File: config.mk
export PLATFORM = sky130hd
export DESIGN_NAME = bcd_serial_addsub
export DESIGN_NICKNAME = d
export VERILOG_FILES = /design/src/rtl/bcd_serial_addsub.sv
export SDC_FILE = /design/constraint.sdc
export NUM_CORES = 1
export LEC_CHECK = 0
export CAP_MARGIN = 20
export CORE_MARGIN = 3
export CORE_UTILIZATION = 29
export CTS_BUF_LIST = sky130_fd_sc_hd__clkbuf_16
export CTS_CLUSTER_SIZE = 10
export DETAILED_ROUTE_END_ITERATION = 16
export PLACE_DENSITY_LB_ADDON = 0.1
export SLEW_MARGIN = 25
export SYNTH_ARGS = -nofsm -noshare
export SYNTH_HDL_FRONTEND = slang
export SYNTH_SLANG_ARGS = --single-unit
File: constraint.sdc
create_clock -name clk -period 4.4 [get_ports clk]
set_clock_uncertainty 0.2 [all_clocks]
set_input_delay 0.44 -clock clk [delete_from_list [all_inputs] [get_ports clk]]
set_output_delay 0.44 -clock clk [all_outputs]
set_load 0.01 [all_outputs]
File: src/rtl/bcd_serial_addsub.sv
// Digit-serial packed-BCD adder/subtractor: one decimal digit per clock, least significant first.
// A single 4-bit add + decimal-correct slice is reused across DIGITS cycles.
module bcd_serial_addsub #(
  parameter int unsigned DIGITS = 4
) (
  input  logic                clk,
  input  logic                rst_n,
  input  logic                in_valid,
  output logic                in_ready,
  input  logic [4*DIGITS-1:0] a,
  input  logic [4*DIGITS-1:0] b,
  input  logic                sub,
  input  logic                c_in,
  output logic                out_valid,
  input  logic                out_ready,
  output logic [4*DIGITS-1:0] s,
  output logic                c_out,
  output logic                err
);

  localparam int unsigned W    = 4 * DIGITS;
  localparam int unsigned CntW = $clog2(DIGITS + 1);
  localparam logic [CntW-1:0] LastCnt = CntW'(DIGITS - 1);

  typedef enum logic [1:0] {StIdle, StRun, StHold} state_e;

  state_e          state_q;
  logic [W-1:0]    a_q, b_q, s_q;
  logic [CntW-1:0] cnt_q;
  logic            sub_q, carry_q, err_acc_q;
  logic            c_out_q, err_q, out_valid_q, in_ready_q;

  logic [3:0] a_dig, b_raw, b_dig, s_dig;
  logic [4:0] t;
  logic       k, dig_bad;

  // B is kept raw so the invalid-digit check sees the original digit; 9's complement is
  // applied in the slice, which is equivalent to complementing at accept.
  always_comb begin
    a_dig   = a_q[3:0];
    b_raw   = b_q[3:0];
    b_dig   = sub_q ? (4'd9 - b_raw) : b_raw;
    t       = {1'b0, a_dig} + {1'b0, b_dig} + {4'd0, carry_q};
    k       = t[4] | (t[3] & t[2]) | (t[3] & t[1]);
    s_dig   = k ? (t[3:0] + 4'd6) : t[3:0];
    dig_bad = (a_dig > 4'd9) | (b_raw > 4'd9);
  end

  always_ff @(posedge clk or negedge rst_n) begin
    if (!rst_n) begin
      state_q     <= StIdle;
      a_q         <= '0;
      b_q         <= '0;
      s_q         <= '0;
      cnt_q       <= '0;
      sub_q       <= 1'b0;
      carry_q     <= 1'b0;
      err_acc_q   <= 1'b0;
      c_out_q     <= 1'b0;
      err_q       <= 1'b0;
      out_valid_q <= 1'b0;
      in_ready_q  <= 1'b1;
    end else begin
      unique case (state_q)
        StIdle: begin
          if (in_valid) begin
            a_q        <= a;
            b_q        <= b;
            sub_q      <= sub;
            carry_q    <= sub ? 1'b1 : c_in;
            err_acc_q  <= 1'b0;
            cnt_q      <= '0;
            in_ready_q <= 1'b0;
            state_q    <= StRun;
          end
        end
        StRun: begin
          a_q       <= a_q >> 4;
          b_q       <= b_q >> 4;
          // New digit enters at the top; after DIGITS shifts digit 0 sits at s[3:0].
          s_q       <= W'({s_dig, s_q} >> 4);
          carry_q   <= k;
          err_acc_q <= err_acc_q | dig_bad;
          cnt_q     <= cnt_q + CntW'(1);
          if (cnt_q == LastCnt) begin
            c_out_q     <= k;
            err_q       <= err_acc_q | dig_bad;
            out_valid_q <= 1'b1;
            state_q     <= StHold;
          end
        end
        StHold: begin
          if (out_ready) begin
            out_valid_q <= 1'b0;
            in_ready_q  <= 1'b1;
            state_q     <= StIdle;
          end
        end
        default: state_q <= StIdle;
      endcase
    end
  end

  assign in_ready  = in_ready_q;
  assign out_valid = out_valid_q;
  assign s         = s_q;
  assign c_out     = c_out_q;
  assign err       = err_q;

endmodule

==> impl_metrics.yaml <==
power:
  power.total_mw: 3.330
  ir_worst_vdd_uv: 257.6
  powerDensity_nw_per_um2: 877.4
  leakage_nw: 1.756
finish:
  drive_gt1_share_pct: 5.357
  diodes: 0
  area_growth_pct: 34.20
  final_area_um2: 3795
  mostFrequentLayoutCell: "nand2_1"
  nNetsFinal: 434
  mostFrequentLayoutCells: "121 x nand2_1, 59 x dfrtp_1, 56 x clkdlybuf4s50_1"
synthesis:
  ys_ff_latch: 60
  ys_async_sr_fraction_pct: 100.0
  synth_area_per_cell_um2: 8.441
  synth_nets: 382
  synth_flop_cell: "dfrtp_1"
  ys_seq_area_share_pct: 53.14
  synth.distinct_cells: 30
  syn_area_um2: 2828
  synth-edff-count: 0
  yosysWarnings: 0
  synthCells: 335
global_routing:
  grt_usage_pct: 12.56
  grt_pass1_vias: 2358
  antenna_found_initial: 0
  grt_pass1_wl_um: 11230
  overflow: 0
  grt_max_degree: 50
sta:
  fin_tns_setup_ns: 0
  worstMarginPinSlew_ns: 0.8819
  setup_viol: 0
  hold_violations: 0
  fmax_mhz: 380.7
  setup_slack_ns: 1.773
  period_share_pct: 59.70
  drv_slew: 0
  fin_crit_ns: 2.627
  rsz0062_at_grt: "false"
  slew_headroom_pct: 41.21
worst_hold_path:
  min_path_type: "reg -> reg"
cts:
  cts_tree: "done"
  cts.clk_slew.worst_paths_ns: 0.05
  htree_levels: 3
  cts_root_buf: "clkbuf_16"
  cts_buffers: 9
  clkLatencyLatePin_ns: 0.31
  numClockSinks: 60
  cts_setup_buffers: 0
  ctsLongestPathBuffers: 2
routing:
  drt_iter0_drc: 100
  drtPass1Iterations: 4
  ant_nets: 0
  wl_per_cell_um: 12.17
  num_vias: 2350
  wirelength_um: 6341
  drc_errors: 0
  routed_via_density: 4.511
run:
  maxCapViolCount: 0
critical_path:
  cpPeakStageDelay_ns: 0.47
  endpoint_kind: "register"
  startpoint_type: "register"
  cp_max_fo: 7
  crit_type: "reg -> reg"
  cp.arrival_ns: 2.66
  required_ns: 4.43
  cp_slowest_cell: "fa_1"
  path_cells: "xor2_1 > fa_1 > inv_1 > fa_1 > xor2_1 > ha_1 > or3b_1 > a31oi_1"
place:
  placedInstanceArea_um2: 3507
  dpl.hpwl_um: 4205
  dp_slack_ns: 1.769
  portBuffers: 57
  gp_congestion: 0.6958
die:
  chipWidth_um: 104.7
  fp.dieH_um: 104.7
  start_util_pct: 30.17
  num_io_pins: 58
  rows: 35
  coreArea_um2: 9371
  die_area_um2: 10970
status:
  status: "finished, final reports clean"
## path summary, 6_finish.rpt
path / startpoint / end / slack [ns] / depth (start not counted)
max reg2reg: sub_q$_DFFE_PN0P_ / s[15]$_DFFE_PN0P_ / 1.77 / 8
min: s[0]$_DFFE_PN0P_ / s[0]$_DFFE_PN0P_ / 0.27 / 2
max in group asynchronous: rst_n / a_q[0]$_DFFE_PN0P_ / 2.67 / 3
min in group asynchronous: rst_n / s[0]$_DFFE_PN0P_ / 0.47 / 2
max: sub_q$_DFFE_PN0P_ / s[15]$_DFFE_PN0P_ / 1.77 / 8
min reg2reg: s[0]$_DFFE_PN0P_ / s[0]$_DFFE_PN0P_ / 0.27 / 2
## through the flow
stage | instances | util (%) | hold WS [ns]
2_1_floorplan | 335 | - | -0.05559
3_3_place_gp | 504 | 37.42 | 0.2577
3_5_place_dp | 504 | 37.42 | 0.2623
4_1_cts | 521 | 40.49 | 0.2750
5_1_grt | 521 | 40.49 | 0.2967
6_report | 521 | 40.49 | 0.2698
## Yosys cell counts, types with 3 or more instances
cell        n  area share (%)
dfrtp_1    59              52
ha_1        7             3.1
nand2b_1    3            0.66
o21ai_0    13             2.3
buf_1       3            0.40
a31oi_1    28             6.2
clkbuf_1   15             2.0
inv_1       9             1.2
a21oi_1     6             1.1
nand2_1   121              16
buf_2       3            0.53
nor2_1     35             4.6
nand3_1    12             2.1
## flip-flops by register name, summed over array words and instances (netlist names)
signal     count
sub_q          1
carry_q        1
err_acc_q      1
state_q        2
out_valid      1
cnt_q          3
b_q           16
s             16
in_ready       1
err            1
a_q           16
c_out          1
## cells by family after synthesis
logic type      share of synthesized area (%)
flops                                   53.14
simple gates                            24.74
xor+xnor                                1.239
buf+inv                                 4.115
fa+ha+maj                               4.513
compound gates                          12.26
## what timing repair did
action | in CTS | in global routing
hold endpoints to repair | 24 | 0
hold buffers | 1 | 0
resized for setup | 0 | 0
## cell type report
| class | count | area (um^2) |
|---|---|---|
| fillers | 1013 | 5577 |
| well taps | 129 | 161.4 |
| inverters | 9 | 33.78 |
| clock inverters | 7 | 52.55 |
| repair buffers | 62 | 605.6 |
| multi-input cells | 245 | 1214 |
| clock buffers | 9 | 225.2 |
| flip-flops and latches | 60 | 1503 |
## critical path: cells and delay by family, from the launching register on
family / cells / cell delay, ns
and+or+nand+nor: 1 / 0.36
DFF: 1 / 0.42
buffers and inverters: 1 / 0.06
adders and majority gates: 3 / 0.94
AOI/OAI and AO/OA: 1 / 0.16
xor gates and xnor gates: 2 / 0.40
## power by group
group / switching (mW) / leakage, nW / total (mW) / internal [mW]
clock network: 0.225 / 0.146 / 0.651 / 0.425
registers: 0.171 / 0.725 / 1.00 / 0.832
logic: 0.927 / 0.885 / 1.68 / 0.749
## routing by layer
| metal | track usage (%) | wire, um | vias up |
|---|---|---|---|
| li1 | - | - | 1213 |
| met1 | 16.76 | 3118 | 1077 |
| met2 | 19.02 | 2827 | 58 |
| met3 | 4.941 | 357 | 2 |
| met4 | 3.374 | 37 | 0 |
| met5 | 0 | 0 | - |
(Power assumes the default switching activity.)
